===== config.mk =====
export PLATFORM = sky130hd
export DESIGN_NAME = ucode_mul_expander
export DESIGN_NICKNAME = d
export VERILOG_FILES = /design/src/rtl/ucode_pkg.sv /design/src/rtl/ucode_instr_pack.sv /design/src/rtl/ucode_mul_expander.sv
export SDC_FILE = /design/constraint.sdc
export NUM_CORES = 1
export LEC_CHECK = 0
export BUFFER_PORTS_ARGS = -buffer_cell sky130_fd_sc_hd__buf_4
export CAP_MARGIN = 0
export CORE_MARGIN = 10
export CORE_UTILIZATION = 35
export DETAILED_ROUTE_END_ITERATION = 7
export GPL_ROUTABILITY_DRIVEN = 0
export PLACE_DENSITY = 0.67
export SLEW_MARGIN = 25
export SYNTH_ARGS = -nofsm -noshare
export SYNTH_HDL_FRONTEND = slang
export SYNTH_SLANG_ARGS = --single-unit

===== constraint.sdc =====
create_clock -name clk -period 4.05 [get_ports clk]
set_input_delay 0.405 -clock clk [delete_from_list [all_inputs] [get_ports clk]]
set_output_delay 0.405 -clock clk [all_outputs]
set_load 0.02 [all_outputs]

===== src/rtl/ucode_pkg.sv =====
// Shared constants and state type for the MUL microcode expander.
package ucode_pkg;

    // Instruction class field values
    localparam logic [1:0] CLS_DIMM = 2'b00;
    localparam logic [1:0] CLS_DREG = 2'b01;

    // ALU function field values
    localparam logic [2:0] ADD = 3'b000;
    localparam logic [2:0] SHL = 3'b101;
    localparam logic [2:0] MOV = 3'b111;

    // Opcode of the MUL pseudo-instruction recognised by decode
    localparam logic [6:0] MUL_OPCODE = 7'b0010000;

    // Register clobbered as the shifted copy of rs
    localparam logic [3:0] SCRATCH_REG = 4'd15;

    // ST_MOVE is only entered by the fast single-word imm==1 path
    typedef enum logic [2:0] {
        ST_IDLE,
        ST_COPY,
        ST_CLEAR,
        ST_ADD,
        ST_SHL,
        ST_MOVE
    } state_e;

endpackage


===== src/rtl/ucode_instr_pack.sv =====
// Combinational packer: instruction fields -> 32-bit word.
// src2 [16:13] overlaps imm [15:0]; callers never drive both non-zero.
module ucode_instr_pack
    import ucode_pkg::*;
(
    input  logic [1:0]  cls,
    input  logic        set_flags,
    input  logic [2:0]  func,
    input  logic [3:0]  dest,
    input  logic [3:0]  src1,
    input  logic [3:0]  src2,
    input  logic [15:0] imm,
    output logic [31:0] word
);

    // Special bit is always zero for generated words
    assign word = {cls, 1'b0, set_flags, func, dest, src1, 17'd0}
                | {15'd0, src2, 13'd0}
                | {16'd0, imm};

endmodule


===== src/rtl/ucode_mul_expander.sv =====
// Expands MUL rd = rs * imm into a shift-and-add instruction sequence.
// Optional feature macro: UCODE_FASTZERO_EN (imm 0/1 emit a single word).
module ucode_mul_expander
    import ucode_pkg::*;
(
    input  logic        clk,
    input  logic        rst,
    input  logic        req_valid,
    output logic        req_ready,
    input  logic [3:0]  req_rd,
    input  logic [3:0]  req_rs,
    input  logic [15:0] req_imm,
    output logic        instr_valid,
    input  logic        instr_ready,
    output logic [31:0] instr_word,
    output logic        busy,
    output logic        err
);

    state_e      state_q, state_d;
    logic [3:0]  rd_q, rd_d;
    logic [3:0]  rs_q, rs_d;
    logic [15:0] rem_q, rem_d;
    logic        valid_q, valid_d;
    logic [31:0] word_q, word_d;
    logic        err_q, err_d;

    logic [1:0]  f_cls;
    logic [2:0]  f_func;
    logic [3:0]  f_dest, f_src1, f_src2;
    logic [15:0] f_imm;
    logic [31:0] packed_word;

    logic        handshake;
    assign handshake = valid_q && instr_ready;

    // Next-state logic; state only advances on an output handshake
    always_comb begin
        state_d = state_q;
        rd_d    = rd_q;
        rs_d    = rs_q;
        rem_d   = rem_q;
        err_d   = 1'b0;
        case (state_q)
            ST_IDLE: begin
                if (req_valid) begin
                    if (req_rd == SCRATCH_REG) begin
                        err_d = 1'b1;
                    end else begin
                        rd_d  = req_rd;
                        rs_d  = req_rs;
                        rem_d = req_imm;
`ifdef UCODE_FASTZERO_EN
                        if (req_imm == 16'd0)      state_d = ST_CLEAR;
                        else if (req_imm == 16'd1) state_d = ST_MOVE;
                        else                       state_d = ST_COPY;
`else
                        state_d = ST_COPY;
`endif
                    end
                end
            end
            ST_COPY: begin
                if (handshake) state_d = ST_CLEAR;
            end
            ST_CLEAR: begin
                if (handshake) begin
                    if (rem_q[0])                   state_d = ST_ADD;
                    else if (rem_q[15:1] != 15'd0)  state_d = ST_SHL;
                    else                            state_d = ST_IDLE;
                end
            end
            ST_ADD: begin
                if (handshake) begin
                    if (rem_q[15:1] != 15'd0) state_d = ST_SHL;
                    else                      state_d = ST_IDLE;
                end
            end
            ST_SHL: begin
                if (handshake) begin
                    rem_d   = rem_q >> 1;
                    state_d = rem_q[1] ? ST_ADD : ST_SHL;
                end
            end
            ST_MOVE: begin
                if (handshake) state_d = ST_IDLE;
            end
            default: state_d = ST_IDLE;
        endcase
    end

    // Field mux for the word to be presented in the next state
    always_comb begin
        f_cls  = CLS_DIMM;
        f_func = ADD;
        f_dest = 4'd0;
        f_src1 = 4'd0;
        f_src2 = 4'd0;
        f_imm  = 16'd0;
        case (state_d)
            ST_COPY: begin
                f_dest = SCRATCH_REG;
                f_src1 = rs_d;
            end
            ST_CLEAR: begin
                f_func = MOV;
                f_dest = rd_d;
            end
            ST_ADD: begin
                f_cls  = CLS_DREG;
                f_dest = rd_d;
                f_src1 = rd_d;
                f_src2 = SCRATCH_REG;
            end
            ST_SHL: begin
                f_func = SHL;
                f_dest = SCRATCH_REG;
                f_src1 = SCRATCH_REG;
                f_imm  = 16'h0001;
            end
            ST_MOVE: begin
                f_dest = rd_d;
                f_src1 = rs_d;
            end
            default: ;
        endcase
    end

    ucode_instr_pack u_pack (
        .cls       (f_cls),
        .set_flags (1'b0),
        .func      (f_func),
        .dest      (f_dest),
        .src1      (f_src1),
        .src2      (f_src2),
        .imm       (f_imm),
        .word      (packed_word)
    );

    assign valid_d = (state_d != ST_IDLE);
    assign word_d  = valid_d ? packed_word : 32'd0;

    // State and registered outputs, synchronous reset
    always_ff @(posedge clk) begin
        if (rst) begin
            state_q <= ST_IDLE;
            rd_q    <= 4'd0;
            rs_q    <= 4'd0;
            rem_q   <= 16'd0;
            valid_q <= 1'b0;
            word_q  <= 32'd0;
            err_q   <= 1'b0;
        end else begin
            state_q <= state_d;
            rd_q    <= rd_d;
            rs_q    <= rs_d;
            rem_q   <= rem_d;
            valid_q <= valid_d;
            word_q  <= word_d;
            err_q   <= err_d;
        end
    end

    assign instr_valid = valid_q;
    assign instr_word  = word_q;
    assign err         = err_q;
    assign busy        = (state_q != ST_IDLE);
    assign req_ready   = (state_q == ST_IDLE);

endmodule

==> flow_summary_export.csv <==
group,metric,value,unit
setup_path,critPathCaptureType,"flip-flop",
route,ant_nets,0,
grt,grt.total_usage,9.748,%
timing,finalCriticalPeriod,2.192,ns
synthesis,ys_seq_elements,41,
clock_network,h-tree-depth,2,
synthesis,syn_inst,207,
place,hpwl,3287,um
route,wl_per_cell,13.69,um
power_and_ir_drop,worst_ir_drop_vdd,0.1536,mV
final_layout,area_delta_synth_final,21.60,%
timing,setup-tns-final,0,ns
die,row_count,26,
power_and_ir_drop,total_power,0.9696,mW
synthesis,synthArstFlopShare,0,%
die,start_util,36.61,%
clock_network,clkLatencyLatePin,0.30,ns
clock_network,cts_hold_repair.buffers,0,
clock_network,numCtsBuffers,5,
setup_path,critical_path_arrival,2.40,ns
route,finalWirelength,4312,um
final_layout,num-nets-final,272,
outcome,run_status,"finished, final reports clean",
final_layout,fillers,527,
timing,clock.fmax,456.2,MHz
die,io_pins,64,
final_layout,layout_common_cells,"buf_4, dfxtp_1, nor2_1",
power_and_ir_drop,pwr_density_cell,418.4,nW/um^2
clock_network,path_clk_slew,0.08,ns
timing,finalCritPeriodShare,54.13,%
route,detail_route.vias_per_cell,4.679,
timing,slew_viol_final,0,
setup_path,crit_required,4.25,ns
route,firstDrtPassIters,4,
die,core,5205,sq um
grt,grt_pass1_vias,1412,
die,die_y,93.79,um
synthesis,synth_edf_count,0,
clock_network,cts_buffer_depth,2,
timing,rsz0062_at_grt,"no",
synthesis,seq_area_frac_synth,43.07,%
timing,holdWs,0.3717,ns
grt,grt_pass1_wl,6775,um
hold_path,hold_class,"in -> reg",
synthesis,yosys_most_used_dff,"dfxtp_1",
place,place_ws,1.875,ns
final_layout,multi_input_area,902.1,sq um
final_layout,n_antenna_cell,0,
timing,tightest_slew,0.8841,ns
clock_network,cts_root_buf,"clkbuf_8",
synthesis,synth_warnings,0,
final_layout,seqCellArea,820.8,sq um
clock_network,post_cts_resized,0,
route,vias,1474,
clock_network,cts_tree,"built",
final_layout,mostFrequentLayoutCell,"buf_4",
route,drt_iter0_markers,89,
die,die_area,8796,sq um
final_layout,drive_above_1_share,25.71,%
setup_path,crit_fanout,30,
setup_path,cp-start-kind,"flip-flop",
timing,finalSetupViolCount,0,
run,drv_cap,0,
place,portBuffers,48,
timing,fin_worst_skew,0.007014,ns
synthesis,synth_cell_type_count,41,
synthesis,synth.avg_cell_area,9.206,sq um
grt,grt_max_degree,31,
die,dieWidth,93.79,um
route,drc,0,
clock_network,cts_setup_buffers,0,
grt,grt.overflow.total,0,
final_layout,utilization,44.52,%
timing,worst_slack,1.858,ns
synthesis,syn_area,1906,sq um
setup_path,criticalPathCategory,"reg -> reg",
power_and_ir_drop,leakagePower,1.010,nW
timing,final-hold-violation-count,0,
grt,antenna_found_initial,0,
timing,relSlewSlack,40.92,%
clock_network,cts.sinks,41,
-- Yosys cell counts, types with 3 or more instances --
cell | instances | area share [%]
dfxtp_1 | 41 | 43
o21ai_0 | 4 | 1.1
nor2_1 | 25 | 4.9
inv_1 | 6 | 1.2
nand2b_1 | 4 | 1.3
mux2i_1 | 19 | 10
buf_4 | 20 | 7.9
mux2_2 | 3 | 1.8
clkbuf_1 | 7 | 1.4
nor3_1 | 4 | 1.1
buf_2 | 3 | 0.79
a21oi_1 | 4 | 1.1
and2_1 | 4 | 1.3
nand4_1 | 3 | 0.99
a211oi_1 | 15 | 5.9
nand3_1 | 6 | 1.6
o22ai_1 | 3 | 0.99
nand2_1 | 5 | 0.99
nor4_1 | 4 | 1.3
-- critical path: stages (launching register included) --
cell and delay, ns:
dfxtp_1 0.38, or3_1 0.42, inv_1 0.11, nand3_1 0.16
nand2_1 0.69, nor2_1 0.08, a211oi_1 0.24
-- cell families after synthesis --
kind of cell,Yosys count,share of synthesized area [%]
AO/OA/AOI/OAI,37,13.66
buffers and inverters,39,12.61
flip-flops,41,43.07
multiplexers,23,12.54
other,1,0.1968
AND/OR/NAND/NOR,66,17.93
-- metal layers --
metal  vias up  GRT usage, %  wire length, um
met5         -             0                0
met4         0         6.329               77
met3         4         3.917              324
met2        45         14.52             2018
met1       654         11.30             1892
li1        771             -                -
-- flip-flops by register name, indices dropped and copies added, names as in the netlist --
register	cells
err	1
instr_valid	1
rd_q	4
rem_q	16
state_q	3
rs_q	4
instr_word	12
-- power breakdown --
part	total [mW]	internal [mW]	switching, mW
logic	0.177	0.0761	0.101
clock network	0.336	0.201	0.135
registers	0.456	0.436	0.0203
total	0.970	0.713	0.257
-- final timing paths --
check / from / end / slack, ns / cells past startpoint
worst min-delay path: req_rs[0] / rs_q[0] / 0.37 / 3
worst max register to register: state_q[2] / rem_q[0] / 1.86 / 6
worst max-delay path: state_q[2] / rem_q[0] / 1.86 / 6
worst min register to register: rs_q[0] / rs_q[0] / 0.49 / 2
-- layout make-up --
cell class,count,share of cell area (%)
Timing Repair Buffer,49,15.87
Multi-Input combinational cell,141,38.93
Clock inverter,1,1.296
Sequential cell,41,35.42
Tap cell,70,3.780
Inverter,6,0.9719
Clock buffer,7,3.726
-- per-stage QoR --
stage / instances / area (sq um)
5_1_grt: 315 / 2317
2_1_floorplan: 221 / 1958
6_report: 315 / 2317
4_1_cts: 315 / 2317
3_3_place_gp: 307 / 2201
3_5_place_dp: 307 / 2201
(Power assumes the default switching activity.)
